===== config.mk =====
export PLATFORM = sky130hd
export DESIGN_NAME = branch_predictor_2bit
export DESIGN_NICKNAME = d
export VERILOG_FILES = /design/src/rtl/branch_predictor_2bit_pkg.sv /design/src/rtl/sat_counter2.sv /design/src/rtl/branch_predictor_2bit.sv
export SDC_FILE = /design/constraint.sdc
export NUM_CORES = 1
export LEC_CHECK = 0
export BUFFER_PORTS_ARGS = -buffer_cell sky130_fd_sc_hd__buf_2
export CORE_UTILIZATION = 50
export CTS_CLUSTER_DIAMETER = 100
export CTS_CLUSTER_SIZE = 40
export DETAILED_ROUTE_END_ITERATION = 10
export GPL_ROUTABILITY_DRIVEN = 0
export GPL_TIMING_DRIVEN = 0
export PLACE_DENSITY = 0.82
export REMOVE_ABC_BUFFERS = 1
export SLEW_MARGIN = 20
export SYNTH_ARGS = -nofsm -noshare
export SYNTH_HDL_FRONTEND = slang
export SYNTH_HIERARCHICAL = 1
export SYNTH_SLANG_ARGS = --single-unit

===== constraint.sdc =====
create_clock -name clk -period 3 [get_ports clk]
set_input_delay 0.3 -clock clk [delete_from_list [all_inputs] [get_ports clk]]
set_output_delay 0.3 -clock clk [all_outputs]
set_load 0.05 [all_outputs]

===== src/rtl/branch_predictor_2bit_pkg.sv =====
// Shared definitions for the 2-bit saturating-counter branch predictor.
//   XLEN       - datapath width of PCs and branch offsets
//   ctr_t      - 2-bit counter type and its four named states
//   sat_next() - next counter value for one training step
package branch_predictor_2bit_pkg;

    localparam int unsigned XLEN = 32;

    typedef logic [1:0] ctr_t;

    localparam ctr_t SNT = 2'b00;  // strong not-taken
    localparam ctr_t WNT = 2'b01;  // weak not-taken
    localparam ctr_t WT  = 2'b10;  // weak taken
    localparam ctr_t ST  = 2'b11;  // strong taken

    localparam ctr_t CTR_RESET = WNT;

    // One saturating step toward taken (up = 1) or not-taken (up = 0).
    function automatic ctr_t sat_next(input ctr_t cur, input logic up);
        ctr_t nxt;
        nxt = cur;
        if (up) begin
            if (cur != ST) nxt = cur + 2'b01;
        end else begin
            if (cur != SNT) nxt = cur - 2'b01;
        end
        return nxt;
    endfunction

endpackage


===== src/rtl/sat_counter2.sv =====
// 2-bit saturating up/down counter, one per predictor table entry.
//   clk    - rising-edge clock
//   rst_n  - asynchronous active-low reset, loads CTR_RESET (weak not-taken)
//   en     - apply one training step on this edge
//   up     - step direction, 1 = toward taken
//   cnt    - current registered counter value
module sat_counter2
    import branch_predictor_2bit_pkg::*;
(
    input  logic       clk,
    input  logic       rst_n,
    input  logic       en,
    input  logic       up,
    output logic [1:0] cnt
);

    ctr_t cnt_q, cnt_d;

    always_comb begin
        cnt_d = cnt_q;
        if (en) cnt_d = sat_next(cnt_q, up);
    end

    always_ff @(posedge clk or negedge rst_n) begin
        if (!rst_n) begin
            cnt_q <= CTR_RESET;
        end else begin
            cnt_q <= cnt_d;
        end
    end

    assign cnt = cnt_q;

endmodule


===== src/rtl/branch_predictor_2bit.sv =====
// Dynamic branch predictor: a table of 2-bit saturating counters indexed by
// branch PC bits [INDEX_BITS+1:2]. Predicts at decode, trains at memory stage.
//   clk, rst_n             - clock, asynchronous active-low reset
//   branch_decode_sig      - conditional branch in decode this cycle
//   branch_mem_sig         - conditional branch resolves this cycle (trains)
//   actual_branch_decision - resolved outcome, 1 = taken
//   in_addr, offset        - decode PC and sign-extended immediate
//   branch_addr            - in_addr + offset (combinational, wraps silently)
//   prediction             - 1 = predict taken (combinational, gated by decode)
//   check0                 - registered counter of table entry 0 (debug)
module branch_predictor_2bit
    import branch_predictor_2bit_pkg::*;
#(
    parameter int unsigned INDEX_BITS = 2,
    parameter int unsigned UPDATE_LAT = 2
) (
    input  logic            clk,
    input  logic            rst_n,
    input  logic            branch_decode_sig,
    input  logic            branch_mem_sig,
    input  logic            actual_branch_decision,
    input  logic [XLEN-1:0] in_addr,
    input  logic [XLEN-1:0] offset,
    output logic [XLEN-1:0] branch_addr,
    output logic            prediction,
    output logic [1:0]      check0
);

    localparam int unsigned NUM_ENTRIES = 1 << INDEX_BITS;

    logic [INDEX_BITS-1:0] lookup_idx;
    logic [INDEX_BITS-1:0] upd_idx;
    ctr_t                  cnt [NUM_ENTRIES];

    // Word-aligned PCs: the two LSBs carry no information.
    assign lookup_idx = in_addr[INDEX_BITS+1:2];

    // Index pipeline from decode to memory stage. Only the index is carried:
    // branch_mem_sig alone decides whether an update happens, so a stage
    // valid flag would never influence the table.
    generate
        if (UPDATE_LAT == 0) begin : g_no_pipe
            assign upd_idx = lookup_idx;
        end else begin : g_pipe
            logic [INDEX_BITS-1:0] idx_q [UPDATE_LAT];

            always_ff @(posedge clk or negedge rst_n) begin
                if (!rst_n) begin
                    for (int i = 0; i < int'(UPDATE_LAT); i++) idx_q[i] <= '0;
                end else begin
                    idx_q[0] <= lookup_idx;
                    for (int i = 1; i < int'(UPDATE_LAT); i++) idx_q[i] <= idx_q[i-1];
                end
            end

            assign upd_idx = idx_q[UPDATE_LAT-1];
        end
    endgenerate

    generate
        for (genvar i = 0; i < int'(NUM_ENTRIES); i++) begin : g_entry
            sat_counter2 u_ctr (
                .clk   (clk),
                .rst_n (rst_n),
                .en    (branch_mem_sig && (upd_idx == INDEX_BITS'(i))),
                .up    (actual_branch_decision),
                .cnt   (cnt[i])
            );
        end
    endgenerate

    // Lookup reads registered counters, so a same-cycle update to the same
    // entry is not bypassed.
    assign prediction  = branch_decode_sig & cnt[lookup_idx][1];
    assign branch_addr = in_addr + offset;
    assign check0      = cnt[0];

endmodule


After elaboration in Yosys (flattened, before gate mapping)
Index checks and enable logic that the tools add are counted.
{"block": "word_totals", "latchBits": 0, "mem_bits_rw": 0, "mem_count": 0, "reg_bits": 12, "romBits": 0, "input_bits": 69, "out_inout_bits": 35, "elab_cells": 61}
{"block": "op_classes", "div": 0, "mul": 0, "order_cmp": 1, "mux": 15, "n_addsub": 9, "eq_ne": 11, "shift": 0, "reduce_logical": 17, "bitwise": 2}
{"op": "$add A32 B32 Y32", "n": 1}
{"op": "$mux W2", "n": 14}
{"op": "$reduce_bool A2 Y1", "n": 8}
{"op": "$reduce_and A3 Y1", "n": 4}
{"op": "$add A2 B1 Y2 const B", "n": 4}
{"op": "$ne A2 B1 Y1 const B", "n": 4}
{"op": "$ne A2 B2 Y1 const B", "n": 4}
{"op": "$sub A2 B1 Y2 const B", "n": 4}
{"op": "$bmux W2 S2", "n": 1}
{"op": "$eq A2 B2 Y1 const B", "n": 2}
{"op": "$logic_and A1 B1 Y1", "n": 4}
{"op": "$ge A3 B3 Y1 const B", "n": 1}
{"op": "$not A2 Y3", "n": 1}
{"op": "$eq A2 B1 Y1 const B", "n": 1}
{"op": "$logic_not A2 Y1", "n": 1}
{"op": "$and A1 B1 Y1", "n": 1}

Depth between registers and ports, before layout
Gate-level depths: netlist (run 1).
{"block": "depth", "depth_word": 5, "depth_mapped": 8, "mapped_depth_nobuf": 8}

Cells and area by module
Netlist (run 1), hierarchy kept.
{"mod": "branch_predictor_2bit", "instances": 1, "seq_area_each_um2": 100.1, "area_per_inst_um2": 2204.6, "cells_each": 286}
{"mod": "sat_counter2", "instances": 4, "seq_area_each_um2": 51.3, "area_per_inst_um2": 96.3, "cells_each": 8}

Least setup slack after synthesis (run 1)
OpenSTA, ideal clock, no wires.
{"block": "synth_timing", "path_kind": "input to output", "start": "in offset[0]", "end": "out branch_addr[28]", "n_path_buf": 0, "arrival_ps": 3052, "setup_slack_ps": -352, "cell_stages": 8, "required_time_ps": 2700, "path_cell_list": "ha_1 fa_1 a21o_1 a311o_1 nand4_1 a211oi_1 o2111a_1 nor3_1"}
{"block": "synth_between", "elab_chain_len": 1}
{"item": "start, declared", "line": "branch_predictor_2bit.sv:23", "source": "input logic [XLEN-1:0] offset,"}
{"item": "$add A32 B32 Y32", "line": "branch_predictor_2bit.sv:75", "source": "assign branch_addr = in_addr + offset;"}
{"item": "end, declared", "line": "branch_predictor_2bit.sv:24", "source": "output logic [XLEN-1:0] branch_addr,"}
No other way between the ends.

Worst setup path after layout (run 1)
{"block": "layout_timing", "start": "in offset[0]", "end": "out branch_addr[26]"}
Same word-level chain as after synthesis.

==> run metrics, run 1 <==
Fmax 343 MHz; Clock Skew 0.00111 ns; Simple-Gate Fraction of Synth Area 20.6%; CP Launch Point offset[0]; mapped cell area 0.00259 mm2; layout cells sized above 1 32.5%; Placed Area 0.00310 mm2; GRT Total Usage 25.0%; worst path required time 2.70 ns; Port-buffer cells 103; Setup WS pre-CTS -0.143 ns; area of the core 0.00485 mm2; RSZ-0062 raised after global routing false; die area 0.00547 mm2; cell taking the most area after synthesis ha_1; Slew Limit Fails 0; Register Area 305 um2; initial antenna violation count 0; gr ovfl total 0; H-tree depth 1; clock-pin slew on the worst setup and hold paths 0.05 ns; Seq/Total Area, Yosys 11.8%; DRC 0; ANT cells 0; Post-Syn Area per Cell 8.14 um2; worst reg2reg path depth 3; most frequent cells in the layout buf_2 (97), ha_1 (29), a21oi_1 (28), nand2_1 (21), nor2_1 (21); kind of critical path in2out; status finished clean; crit path max fanout 4; PD cells 426 mW/mm2; P&R area growth vs syn 25.1%; Worst VDD drop 0.000280 V; largest family of logic cells by synthesized area compound AO/OA/AOI/OAI gates; Setup crit end kind output pin; Startpoint Class input pin; top post-synthesis cells by area ha_1 (15%), dfrtp_1 (7.7%), a21oi_1 (5.4%); TritonRoute pass-1 iters 5; total power draw 1.38 mW; Filler Cells Inserted 410; post-DP HPWL 5590 um; Via density 5.97; Die X 74.0 um; antenna-violating nets left 0; end point of the critical path branch_addr[26]; Compound-Gate Fraction of Synth Area 34.8%; final setup violation count 0; Clk Latency, worst-skew pair 0.24 ns; Synth Area in Adders 15.7%; CTS tree built; Initial Utilization 53.4%; R2R Setup Slk 1.82 ns; placed insts 478; first-pass GRT wire length 11,100 um; Main synth FF type dfrtp_1; largest net degree at the start of global routing 17; Post-synth ARST share 100%; area taken by multi-input logic gates 0.00220 mm2; # nets final 518; Crit Reg-Reg Endpoint g_entry[0].u_ctr/cnt[1]; number of synthesized flops with an enable pin 0; CTS root buffer clkbuf_8; most common cell after layout, fill and taps aside buf_2; final hold violations 0; final setup margin 0.0882 ns; minimum clock period 2.91 ns; Rel. slew slack 69.9%; I/O Pins 104; Yosys cell types 72; die height 74.0 um; leakage 1.55 nW; Wirelength per Cell 14.5 um; Vias 2,882; post-synthesis mux area share 4.40%; Final Non-Filler Cells 483; CTS sink count 12; Syn Inst Count 318; Post-Synth XOR/XNOR Area 7.78%; Synth Warn # 6; crit share post-route 97.1%; RR Startpoint upd_idx[1]; max-cap violations 0; cts bufs inserted 3; Synth Register Bits 12; Data arrival, critical path 2.61 ns; post-route cell area 0.00324 mm2; top cell type's share of synthesized area 15.0%; number of global-route vias before repair 2,582; Rows 25; DR iter-0 viols 122; worst-margin pin slew 0.445 ns; Setup Fix Bufs, Post-CTS 0; type of the most critical hold path in2reg; clock tree buffer depth 2; Total Wirelength 7010 um
## metrics by stage
stage | TNS (ns) | utilization [%] | hold WS (ns)
global route | 0 | 66.8 | 0.211
floorplan | -0.500 | - | 0.00441
global placement | -0.319 | 64.0 | 0.183
CTS | 0 | 66.1 | 0.204
finish | 0 | 66.8 | 0.209
detailed placement | -0.312 | 64.0 | 0.189
## per-layer routing
| layer | wire length, um | share of wire, % | global-route usage [%] | up-vias |
|---|---|---|---|---|
| met5 | 0 | 0 | 0 | - |
| met2 | 3270 | 47 | 41.9 | 118 |
| met3 | 341 | 4.9 | 1.63 | 12 |
| met4 | 102 | 1.5 | 7.69 | 0 |
| li1 | - | - | - | 1421 |
| met1 | 3290 | 47 | 34.3 | 1331 |
## worst max-delay path: stages
cell       delay [ns]
buf_2            0.10
ha_1             0.23
fa_2             0.36
a21o_1           0.21
a311oi_2         0.33
or4_4            0.20
a2111oi_4        0.09
or4_1            0.52
nand3_1          0.11
buf_6            0.16
## power breakdown
part	switching (mW)	internal, mW	total (mW)
combinational	0.681	0.320	1.00
sequential	0.0146	0.188	0.202
clock	0.0608	0.116	0.177
## cell usage after synthesis (2+ instances only)
cell type	number
o21a_2	3
or4_1	2
a21boi_0	4
xnor2_1	13
ha_1	31
a41oi_1	2
o31a_1	2
nor2_1	21
a31oi_1	2
nand4_1	5
o21ai_0	15
nor3_1	4
nand2_1	21
a22o_1	4
inv_1	11
o21bai_1	3
a211oi_1	6
a21o_1	18
or2_1	2
o21ai_1	3
mux2i_1	8
dfrtp_1	8
and4_1	5
a21oi_1	28
a311oi_1	2
dfstp_2	4
a211o_1	3
xor2_1	10
nand2b_1	8
buf_4	2
and3_1	3
nor2b_1	3
o21a_1	4
and2_1	3
and3b_1	2
a2111oi_0	2
clkbuf_1	5
nand3_1	8
o211ai_1	5
## registers in the layout, summed over array words and instances, names as in the netlist
register,flops
g_pipe.idx_q,2
upd_idx,2
g_entry.u_ctr/cnt,8
## repair_timing
item	4_1_cts	5_1_grt
resized for setup	9	10
hold buffers	1	0
hold endpoints to repair	8	0
pin swaps	2	6
endpoints found under the setup margin	4	6
## how the worst min path moves through the flow
stage | startpoint | endpoint | slack [ns] | cells after the start
CTS | in_addr[3] | g_pipe.idx_q[3] | 0.20 | 1
global route | in_addr[2] | g_pipe.idx_q[2] | 0.21 | 1
finish | in_addr[2] | g_pipe.idx_q[2] | 0.21 | 1
detailed placement | rst_n | g_entry[0].u_ctr/cnt[1] | 0.19 | 1
global placement | rst_n | g_entry[0].u_ctr/cnt[1] | 0.18 | 1
floorplan | rst_n | g_entry[0].u_ctr/cnt[1] | 0.004 | 0
## area by class of cell
class	count	area share (%)
clock buffers	4	1.70
inverters	11	1.27
multi-input cells	285	68.0
flip-flops and latches	12	9.42
well taps	67	2.59
repair buffers	104	17.0
## kinds of logic (layout without fill, tap and decap cells)
kind of cell    count (synthesis)  after routing
compound gates                123            123
xor+xnor                       23             23
fa+ha+maj                      32             32
buf+inv                        21            119
flops                          12             12
mux                            10             10
simple gates                   97             97
(Power assumes the default switching activity.)
==> run 2: changes to the inputs <==
==> constraint.sdc (replaced) <==
create_clock -name clk -period 3 [get_ports clk]
set_input_delay 0.3 -clock clk [delete_from_list [all_inputs] [get_ports clk]]
set_output_delay 0.3 -clock clk [all_outputs]
set_load 0.1 [all_outputs]
==> run metrics, run 2 (synthesized netlist as in run 1, its figures left out) <==
area of the core 0.00485 mm2; CTS root buffer clkbuf_8; Vias 2,859; leakage 1.57 nW; DR iter-0 viols 137; Wirelength per Cell 14.5 um; H-tree depth 1; Int Power 656 uW; Clk Latency, worst-skew pair 0.25 ns; Setup crit end kind output pin; final setup margin 0.0533 ns; Crit-path slowest cell or4_1; CP Launch Point offset[0]; CP max stage delay 0.52 ns; R2R Setup Slk 1.83 ns; max-cap violations 0; Final Non-Filler Cells 484; largest net degree at the start of global routing 17; Fmax 339 MHz; antenna-violating nets left 0; Via density 5.91; Data arrival, critical path 2.65 ns; die area 0.00547 mm2; layout cells sized above 1 34.1%; DRC 0; worst reg2reg path depth 3; kind of critical path in2out; end point of the critical path branch_addr[30]; total power draw 1.80 mW; PD cells 538 mW/mm2; Rows 25; Crit Reg-Reg Endpoint g_entry[0].u_ctr/cnt[1]; Worst VDD drop 0.000446 V; most frequent cells in the layout buf_2 (93), a21oi_1 (28), ha_1 (25), nand2_1 (21), nor2_1 (21); placed insts 478; CTS sink count 12; worst-margin pin slew 0.448 ns; Die X 74.0 um; sw power 1.14 mW; # nets final 519; RR Startpoint upd_idx[1]; TritonRoute pass-1 iters 4; most common cell after layout, fill and taps aside buf_2; clock-pin slew on the worst setup and hold paths 0.05 ns; Total Wirelength 7010 um; final setup violation count 0; Port-buffer cells 103; I/O Pins 104; P&R area growth vs syn 29.0%; Initial Utilization 53.4%; type of the most critical hold path in2reg; initial antenna violation count 0; Rel. slew slack 69.4%; post-DP HPWL 5590 um; final hold violations 0; die height 74.0 um; Slew Limit Fails 0; Clock Skew 0.000836 ns; minimum clock period 2.95 ns; critical path, cell by cell buf_2, ha_2, fa_2, a21o_1, buf_4, a311oi_4, or4_4, a2111oi_4, or4_1, nand4_1, buf_8; Min Hold Slack 0.204 ns; Startpoint Class input pin; Comb power frac 78.8%; clock power share 10.0%; critical path depth 11; Crit path max-delay family simple AND/OR/NAND/NOR gates; clock tree buffer depth 2; gr ovfl total 0; first-pass GRT wire length 11,100 um; Setup WS pre-CTS -0.308 ns; crit path max fanout 4; GRT Total Usage 25.2%; max reg flops 8; CTS tree built; cts bufs inserted 3; sequential share of power 11.2%; crit share post-route 98.2%; Buffers & Inverters on Critical Path 3; switch share 63.5%; status finished clean; ANT cells 0; worst path required time 2.70 ns; number of global-route vias before repair 2,587; RSZ-0062 raised after global routing true
[run 2: cell count changes in the layout (fill, tap and decap cells not counted), moves of 2 or more]
cell / before / now
clkbuf_8: 4 / 6
ha_2: 2 / 4
ha_1: 29 / 25
ha_4: 0 / 2
buf_2: 97 / 93
[run 2: worst min path at each step]
stage / startpoint / to / slack, ns / cells after the start
final: in_addr[2] / g_pipe.idx_q[2] / 0.20 / 1
after detailed placement: rst_n / g_entry[0].u_ctr/cnt[1] / 0.19 / 1
after CTS: in_addr[3] / g_pipe.idx_q[3] / 0.20 / 1
after global placement: rst_n / g_entry[0].u_ctr/cnt[1] / 0.18 / 1
after floorplan: rst_n / g_entry[0].u_ctr/cnt[1] / 0.004 / 0
after global routing: in_addr[2] / g_pipe.idx_q[2] / 0.21 / 1
[run 2: cell type report]
cell class,count,area [um2]
tap,67,83.8
sequential,12,305
timing repair buffer,105,602
multi-input combinational,285,2250
inverter,11,41.3
fill,400,1510
clock buffer,4,55.1
[run 2: timing repair]
item,in CTS,in global routing
hold buffers,1,0
endpoints found under the hold margin,8,0
setup endpoints to repair,10,11
pin swaps,6,6
resized for setup,21,18
setup buffers,1,0
[run 2: metrics by stage]
step / area [um2] / setup TNS, ns / utilization (%)
floorplan: 2500 / -11.34 / -
global route: 3340 / -0.0104 / 68.9
finish: 3340 / 0 / 68.9
detailed placement: 3100 / -1.37 / 64.0
CTS: 3250 / 0 / 67.1
global placement: 3100 / -1.33 / 64.0
[run 2: routing by layer]
layer / global-route usage [%] / part of all wire, % / up-vias
met1: 34.8 / 46 / 1318
li1: - / - / 1429
met2: 42.6 / 48 / 106
met5: 0 / 0 / -
met3: 1.49 / 5.3 / 6
met4: 6.62 / 0.70 / 0
[run 2: power by group through the flow]
stage | Combinational, mW | Sequential, mW | Clock, mW
2_1_floorplan | 1.09 | 0.228 | 0
3_3_place_gp | 1.32 | 0.203 | 0
3_5_place_dp | 1.33 | 0.204 | 0
4_1_cts | 1.38 | 0.202 | 0.179
5_1_grt | 1.48 | 0.204 | 0.189
6_report | 1.42 | 0.202 | 0.180
==> run 3: changes to the inputs <==
==> constraint.sdc (replaced) <==
create_clock -name clk -period 3 [get_ports clk]
set_input_delay 0.45 -clock clk [delete_from_list [all_inputs] [get_ports clk]]
set_output_delay 0.45 -clock clk [all_outputs]
set_load 0.1 [all_outputs]
==> run metrics, run 3 (synthesized netlist as in run 1, its figures left out) <==
PD cells 505 mW/mm2; Int Power 775 uW; Initial Utilization 53.4%; Slew Limit Fails 0; switch share 61.0%; cts bufs inserted 3; Post-Route Utilization 81.2%; Final Non-Filler Cells 507; final hold violations 0; failing checks setup timing; Rows 25; gr ovfl total 0; clock power share 8.9%; number of global-route vias before repair 2,821; antenna-violating nets left 0; Clock Skew 0.000246 ns; max-cap violations 0; sequential share of power 10.2%; kind of critical path in2out; final setup violation count 9; die height 74.0 um; Filler Cells Inserted 268; GRT Total Usage 28.5%; I/O Pins 104; Setup TNS -0.741 ns; Fmax 317 MHz; sw power 1.21 mW; Die X 74.0 um; crit share post-route 105%; CTS tree built; CTS root buffer clkbuf_8; Worst VDD drop 0.000482 V; CTS sink count 12; max reg flops 8; largest net degree at the start of global routing 17; clock tree buffer depth 2; clock-pin slew on the worst setup and hold paths 0.05 ns; RSZ-0062 raised after global routing true; Total Wirelength 9300 um; leakage 1.75 nW; H-tree depth 1; worst-margin pin slew 0.510 ns; DR iter-0 viols 224; Rel. slew slack 66.3%; Port-buffer cells 103; type of the most critical hold path in2async; RR Startpoint upd_idx[1]; most common cell after layout, fill and taps aside buf_2; Post-CTS Hold Buffers 0; layout cells sized above 1 44.8%; Data arrival, critical path 2.70 ns; area of the core 0.00485 mm2; P&R area growth vs syn 52.0%; post-DP HPWL 5590 um; TritonRoute pass-1 iters 5; die area 0.00547 mm2; post-route cell area 0.00394 mm2; placed insts 478; Placed Area 0.00310 mm2; crit path max fanout 3; Clk Latency, worst-skew pair 0.24 ns; first-pass GRT wire length 12,500 um; ANT cells 0; status finished, violations left; worst path required time 2.55 ns; Startpoint Class input pin; Comb power frac 81.0%; Via density 6.20; final setup margin -0.151 ns; initial antenna violation count 0; # nets final 542; CP Launch Point in_addr[15]; most frequent cells in the layout buf_2 (68), buf_4 (30), buf_6 (24), a21oi_1 (22); Vias 3,141; minimum clock period 3.15 ns; Setup crit end kind output pin; Wirelength per Cell 18.3 um; DRC 0
-- run 3: stage by stage --
stage / setup WS, ns / hold slack, ns / power (mW)
2_1_floorplan: -1.63 / 0.154 / 1.32
3_3_place_gp: -0.610 / 0.332 / 1.52
3_5_place_dp: -0.608 / 0.339 / 1.54
4_1_cts: -0.117 / 0.0843 / 1.85
5_1_grt: -0.214 / 0.0905 / 2.06
6_report: -0.151 / 0.0837 / 1.99
-- run 3: final timing paths --
path | endpoint | slack (ns) | cells past startpoint
worst max register to register | g_entry[0].u_ctr/cnt[1] | 1.82 | 3
worst min register to register | upd_idx[1] | 0.35 | 0
worst max-delay path | branch_addr[30] | -0.15 | 9
max in group asynchronous | g_entry[2].u_ctr/cnt[0] | 2.64 | 1
min in group clk | g_pipe.idx_q[3] | 0.34 | 1
worst min-delay path | g_entry[0].u_ctr/cnt[1] | 0.08 | 1
-- run 3: critical path: stages --
cell and delay [ns]:
buf_6 0.10, ha_4 0.24, a21o_1 0.19, a211o_1 0.35, o311ai_4 0.34, o221ai_2 0.16
or4_1 0.52, nand4_1 0.12, buf_8 0.21
-- run 3: power by group through the flow --
| stage | Sequential [mW] | Clock, mW | Combinational [mW] |
|---|---|---|---|
| floorplan | 0.228 | 0 | 1.09 |
| global placement | 0.203 | 0 | 1.32 |
| finish | 0.202 | 0.176 | 1.61 |
| detailed placement | 0.204 | 0 | 1.33 |
| CTS | 0.202 | 0.179 | 1.47 |
| global route | 0.205 | 0.189 | 1.67 |
-- run 3: area by class of cell --
cell class	instances	area [um2]	area share, %
multi-input combinational	285	2530	64.2
inverter	11	41.3	1.05
clock buffer	4	55.1	1.40
timing repair buffer	128	922	23.4
tap	67	83.8	2.13
sequential	12	305	7.76
-- run 3: routing by layer --
metal / up-vias / GRT usage, % / wire (um) / part of all wire [%]
met5: - / 0 / 0 / 0
met4: 0 / 8.55 / 307 / 3.3
met3: 31 / 2.17 / 561 / 6.0
met2: 169 / 51.5 / 4740 / 51
met1: 1471 / 35.9 / 3690 / 40
li1: 1470 / - / - / -
-- run 3: timing repair --
action | 4_1_cts | 5_1_grt
gates cloned | 0 | 0
gates resized for setup | 72 | 47
endpoints found under the hold margin | 0 | 0
pin swaps | 32 | 21
setup endpoints to repair | 20 | 20
setup buffers | 16 | 9
